File: src/rtl/mult_align_delay.sv
// mult_align_delay: LATENCY-stage shift register that lines issued operands up with the returning product
module mult_align_delay #(
    parameter int LATENCY = 3,
    parameter int W = 8
) (
    input  logic         clk,
    input  logic         rst,
    input  logic [W-1:0] i_d,
    output logic [W-1:0] o_q
);
    logic [W-1:0] r_pipe [LATENCY];
    // shift one stage per cycle; reset empties every stage so no stale valid survives
    always_ff @(posedge clk or posedge rst) begin
        if (rst) begin
            for (int i = 0; i < LATENCY; i++) r_pipe[i] <= '0;
        end else begin
            r_pipe[0] <= i_d;
            for (int i = 1; i < LATENCY; i++) r_pipe[i] <= r_pipe[i-1];
        end
    end
    assign o_q = r_pipe[LATENCY-1];
endmodule

File: config.mk
export PLATFORM = sky130hd
export DESIGN_NAME = mult_align_delay
export DESIGN_NICKNAME = d
export VERILOG_FILES = /design/src/rtl/mult_align_delay.sv
export SDC_FILE = /design/constraint.sdc
export NUM_CORES = 1
export LEC_CHECK = 0
export ABC_AREA = 1
export CAP_MARGIN = 5
export CORE_MARGIN = 5
export CORE_UTILIZATION = 47
export CTS_BUF_LIST = sky130_fd_sc_hd__clkbuf_16
export CTS_CLUSTER_DIAMETER = 40
export DETAILED_ROUTE_END_ITERATION = 10
export GPL_TIMING_DRIVEN = 1
export PLACE_DENSITY = 0.78
export SETUP_SLACK_MARGIN = 0.3
export SLEW_MARGIN = 20
export SYNTH_ARGS = -nofsm -noshare
export SYNTH_HDL_FRONTEND = slang
export SYNTH_SLANG_ARGS = --single-unit
File: constraint.sdc
create_clock -name clk -period 1 [get_ports clk]
set_input_delay 0.15 -clock clk [delete_from_list [all_inputs] [get_ports clk]]
set_output_delay 0.15 -clock clk [all_outputs]
set_load 0.05 [all_outputs]
==> results.md, run 1 <==
* Run status: finished clean
* Vias in the first global route at 323
* Multi-input combinational cell count at 0
* DRT antenna net count at 0
* Post-CTS Resized at 0
* Clock Path Buffers at 2
* Synth top area share at 0.9040
* CTS tree: done
* Final wirelength at approximately 760 µm
* Fmax at 1.048 GHz
* Worst-margin pin slew at around 0.13 ns
* Worst Setup Path Type: flip-flop to output port
* Area growth syn-to-layout at 46.89%
* Htree depth at 1
* Area of the core at roughly 1300 µm²
* Hold buffer count at CTS at 0
* Crit Path Max Fanout at 1
* Hold_ws at 0.2409 ns
* Crit-path slowest cell: dfrtp_1
* Setup violators final at 0
* Sink Count at 24
* Top Family by Delay on Critical Path: flip-flops
* Reg2reg path depth at 0
* Clock Pin Slew Worst Setup and Hold Paths at roughly 0.05 ns
* Power Total at slightly above 2 mW
* Number of enable flip-flop cells after synthesis at 0
* Total CTS buffers at 3
* Initial DRC count at 0
* Largest net degree at the start of global routing at 17
* Mapped Nets at 43
* Vias per Instance at roughly 4.2
* Die area at roughly 2300 µm²
* First-pass GRT wire length at between 1000 and 1500 µm
* Crit path buf inv count at 1
* Largest stage delay, worst path at around 0.4 ns
* Number of remaining DRC errors at 0
* Count leader, synth: dfrtp_1
* Crit share post-route at 0.9543
* Final Max Slew Viols at 0
* Critical Path End Type: output port
* Met2 Track Usage GR at 0.1604
* Final nets at slightly below 60
* Synth warn at 0
* Worst VDD drop at 1.333 mV
* Top FF cell, synth: dfrtp_1
* Root buffer cell: clkbuf_16
* Leading area contributor after synthesis: dfrtp_1
* WL/cell at approximately 12 µm
* Stages on worst setup path at 1
* Syn Area/Cell at 20.13 µm²
* Chip width at ~48 µm
* # fillers at 74
* Insertion delay to the later sink of the worst-skew pair at 0.25 ns
* Fin. Hold Viols at 0
* Initial antenna violation count at 0
* Worst Path Arrival at ~0.80 ns
* RSZ-0062 raised after global routing: yes
* Row cnt at 13
* Worst Skew at between 0.001 and 0.0015 ns
* Met1 Use GR at 0.08838
* Drt pass-1 iters at 1
* Met3 GRT Util at 0.03383
* Number of library cell types mapped by synthesis at 3
* Overall Global Routing Usage at 0.09429
* Crit-path cells: buf_12
* Synth top area cells: dfrtp_1, buf_4, inv_1
* Final core utilization at 0.7407
* Num ports at 18
* Cells after Synth at 33
* Final setup TNS at 0 ns
* Via count at 260
* Layout cells sized above 1 at 0.2766
* Register area at 600.6 µm²
* Multi-input gate area at 0 µm²
* Leakage at 0.4465 nW
* Max-cap violation count at 0
* Initial core utilization at 0.5043
* Busiest grt layer: met2
* Worst EP required at between 0.8 and 0.9 ns
* I/O Buffers at 17
* #FFs+latches synth at 24
* Seq/Total Area, Yosys at 0.9040
* CP Launch Type: flip-flop
* Power Dens Cells at around 2100 nW/µm²
* Total gr overflow at 0
* Slew HR at 0.9130
* N_diodes at 0
* Die Ht at roughly 48 µm
* Async S/R FF share, synth at 1.000
* Routability cong. at around 0.60
* Minimum clock period at 0.9543 ns
* Synth Cell Area at between 600 and 700 µm²
* Post-synth top cells: dfrtp_1, buf_4, inv_1
* Hold Crit Class: primary input to asynchronous set/reset pin
* Post-CTS Setup Bufs at 0
==> worst min-delay path, stage by stage <==
cell and delay [ns]:
clkdlybuf4s50_1 0.39, inv_1 0.12, buf_12 0.16
==> final cells by class <==
cell class / count / share of cell area
inverter: 1 / 0.003846
tap: 15 / 0.01923
sequential: 24 / 0.6154
timing repair buffer: 19 / 0.2846
clock buffer: 3 / 0.07692
==> layout by cell type, fill, tap and decap left out <==
| cell type | count |
|---|---|
| buf_12 | 9 |
| dfrtp_1 | 24 |
| clkbuf_16 | 3 |
| clkdlybuf4s50_1 | 9 |
| buf_4 | 1 |
| inv_1 | 1 |
==> cells by family after synthesis <==
| logic type | after synthesis | synth area share |
|---|---|---|
| flops | 24 | 0.9040 |
| buf+inv | 9 | 0.09604 |
==> worst paths after layout <==
| path | slack, ns | start | end |
|---|---|---|---|
| hold / removal | 0.24 | rst | r_pipe[19] |
| setup reg to reg | 0.52 | r_pipe[15] | o_q[7] |
| setup / recovery | 0.05 | o_q[7] | o_q[7] |
| hold reg to reg | 0.35 | r_pipe[12] | o_q[4] |
| max in group asynchronous | 0.62 | rst | o_q[1] |
| min in group clk | 0.34 | i_d[0] | r_pipe[16] |
==> where the power goes <==
part | total, mW | leakage [nW] | switching (mW) | internal (mW)
registers | 1.04 | 0.280 | 0.0218 | 1.02
clock network | 0.801 | 0.0370 | 0.275 | 0.526
logic | 0.192 | 0.130 | 0.0891 | 0.103
total | 2.04 | 0.447 | 0.386 | 1.65
==> routing by layer <==
| metal | vias up | wire, µm |
|---|---|---|
| met2 | 15 | 389 |
| met4 | 0 | 13 |
| met1 | 124 | 265 |
| met5 | - | 0 |
| li1 | 119 | - |
| met3 | 2 | 95 |
==> registers in the layout, indices dropped and copies added (netlist names) <==
name / count
o_q: 8
r_pipe: 16
==> through the flow <==
step	area, µm²	setup slack (ns)	cells
after floorplan	664.4	0.3354	33
after global placement	900.9	0.3200	59
after detailed placement	900.9	0.3139	59
after CTS	975.9	0.02479	62
after global routing	975.9	0.01866	62
final	975.9	0.04568	62
Note: power is estimated with default switching activity, not from simulation.
==> run 2, diff against run 1 <==
--- a/config.mk
+++ b/config.mk
@@ -6,14 +6,14 @@
 export NUM_CORES = 1
 export LEC_CHECK = 0
 export ABC_AREA = 1
-export CAP_MARGIN = 5
 export CORE_MARGIN = 5
-export CORE_UTILIZATION = 47
-export CTS_BUF_LIST = sky130_fd_sc_hd__clkbuf_16
+export CORE_UTILIZATION = 49
+export CTS_BUF_LIST = sky130_fd_sc_hd__clkbuf_4 sky130_fd_sc_hd__clkbuf_8
 export CTS_CLUSTER_DIAMETER = 40
 export DETAILED_ROUTE_END_ITERATION = 10
 export GPL_TIMING_DRIVEN = 1
-export PLACE_DENSITY = 0.78
+export PLACE_DENSITY = 0.81
+export REMOVE_ABC_BUFFERS = 1
 export SETUP_SLACK_MARGIN = 0.3
 export SLEW_MARGIN = 20
 export SYNTH_ARGS = -nofsm -noshare
==> results.md, run 2 (synthesis gave the netlist of run 1 again) <==
* Die Ht at about 47 µm
* Hold buffer count at CTS at 0
* Worst VDD drop at between 0.9 and 1 mV
* Max FFs per register at 16
* Die area at approximately 2200 µm²
* Post-CTS Setup Bufs at 0
* Run status: complete, but fails checks
* Fmax at 0.9921 GHz
* Worst Skew at about 0.0032 ns
* Initial antenna violation count at 0
* N_diodes at 0
* Multi-input gate area at 0 µm²
* Register area at 600.6 µm²
* Crit-path slowest cell: dfrtp_1
* Commonest non-fill, non-tap cell in the layout: dfrtp_1
* Dpl cells at 58
* DRT antenna net count at 0
* Final wirelength at 700 µm
* Worst Path Arrival at 0.86 ns
* Clock Path Buffers at 2
* Vias in the first global route at between 200 and 300
* Overall Global Routing Usage at 0.07425
* # fillers at 80
* Final setup TNS at -0.01416 ns
* Worst-margin pin slew at roughly 0.12 ns
* Top Family by Delay on Critical Path: flip-flops
* Number of remaining DRC errors at 0
* Crit share post-route at 1.008
* First-pass GRT wire length at 1090 µm
* Root buffer cell: clkbuf_4
* Total CTS buffers at 3
* Setup ws final at -0.007946 ns
* CTS tree: done
* Worst Setup Path Type: flip-flop to output port
* Setup violators final at 3
* CP Launch Type: flip-flop
* Multi-input combinational cell count at 0
* Power Dens Cells at ~1700 nW/µm²
* Initial core utilization at 0.5170
* Crit path buf inv count at 1
* Total gr overflow at 0
* Largest net degree at the start of global routing at 25
* Row cnt at 13
* Layout cells sized above 1 at 0.2609
* Crit Path Max Fanout at 1
* Final Max Slew Viols at 0
* Slew HR at 0.9175
* Drt pass-1 iters at 2
* Chip width at around 47 µm
* Final nets at a little under 60
* Leakage at ~0.42 nW
* Clock Pin Slew Worst Setup and Hold Paths at approximately 0.10 ns
* Worst EP required at about 0.85 ns
* Commonest non-fill, non-tap cells in the layout: dfrtp_1, clkdlybuf4s50_1, buf_12, clkbuf_4, inv_1
* Max-cap violation count at 0
* Hold Crit Class: primary input to asynchronous set/reset pin
* Critical Path End Type: output port
* Power Total at 1.591 mW
* Num ports at 18
* Sink Count at 24
* Largest stage delay, worst path at 0.42 ns
* Htree depth at 1
* Failing checks: negative setup slack
* Post-CTS Resized at 0
* I/O Buffers at 17
* Via count at around 260
* Minimum clock period at approximately 1.0 ns
* Fin. Hold Viols at 0
* Largest register by flop count: r_pipe
* Vias per Instance at approximately 4.3
* Area growth syn-to-layout at 37.85%
* Final non-filler cell total at roughly 60
* Area of the core at roughly 1300 µm²
* Crit-path cells: buf_12
* WL/cell at around 11 µm
* Initial DRC count at 5
* RSZ-0062 raised after global routing: yes
* Routability cong. at between 0.6 and 0.7
* Insertion delay to the later sink of the worst-skew pair at approximately 0.28 ns
==> run 2: where the power goes <==
group          switching [mW]  leakage, nW  internal (mW)
sequential             0.0222        0.280           1.02
clock                   0.220       0.0138          0.140
combinational          0.0888        0.125          0.101
==> run 2: metal layers <==
metal  wire (µm)  vias up  global-route usage
li1            -      117                   -
met1         244      128             0.07990
met2         360       17              0.1328
met3          95        0             0.02299
met4           0        0             0.03315
met5           0        -                   0
==> run 2: area by class of cell <==
class,instances,area share
clock buffers,3,0.02459
inverters,1,0.004098
flip-flops and latches,24,0.6557
well taps,15,0.02049
repair buffers,18,0.2951
==> run 2: stage by stage <==
| step | util | hold WS (ns) | setup slack, ns | area, µm² |
|---|---|---|---|---|
| final | 0.7128 | 0.1847 | -0.007946 | 915.9 |
| after global routing | 0.7128 | 0.1925 | -0.04420 | 915.9 |
| after detailed placement | 0.6952 | 0.3347 | 0.3100 | 893.4 |
| after global placement | 0.6952 | 0.3323 | 0.3256 | 893.4 |
| after CTS | 0.7128 | 0.1851 | -0.02113 | 915.9 |
| after floorplan | - | 0.1646 | 0.2641 | 604.3 |
==> run 2: worst paths after layout <==
| kind | from | to | slack [ns] | cells after the start |
|---|---|---|---|---|
| worst max-delay path | o_q[6] | o_q[6] | -0.008 | 1 |
| worst min-delay path | rst | o_q[6] | 0.18 | 3 |
| worst max register to register | r_pipe[21] | r_pipe[13] | 0.51 | 0 |
| worst min register to register | r_pipe[9] | o_q[1] | 0.36 | 0 |
| max in group asynchronous | rst | r_pipe[15] | 0.68 | 3 |
| min in group clk | i_d[2] | r_pipe[18] | 0.29 | 1 |
==> run 2: what timing repair did <==
action	CTS	global route
gates cloned	0	0
endpoints found under the setup margin	8	8
endpoints found under the hold margin	0	0
==> run 3, diff against run 2 <==
--- a/config.mk
+++ b/config.mk
@@ -5,7 +5,6 @@
 export SDC_FILE = /design/constraint.sdc
 export NUM_CORES = 1
 export LEC_CHECK = 0
-export ABC_AREA = 1
 export CORE_MARGIN = 5
 export CORE_UTILIZATION = 49
 export CTS_BUF_LIST = sky130_fd_sc_hd__clkbuf_4 sky130_fd_sc_hd__clkbuf_8
==> results of run 3 <==
No change in the layout: final DEF, timing and power equal those of run 2.
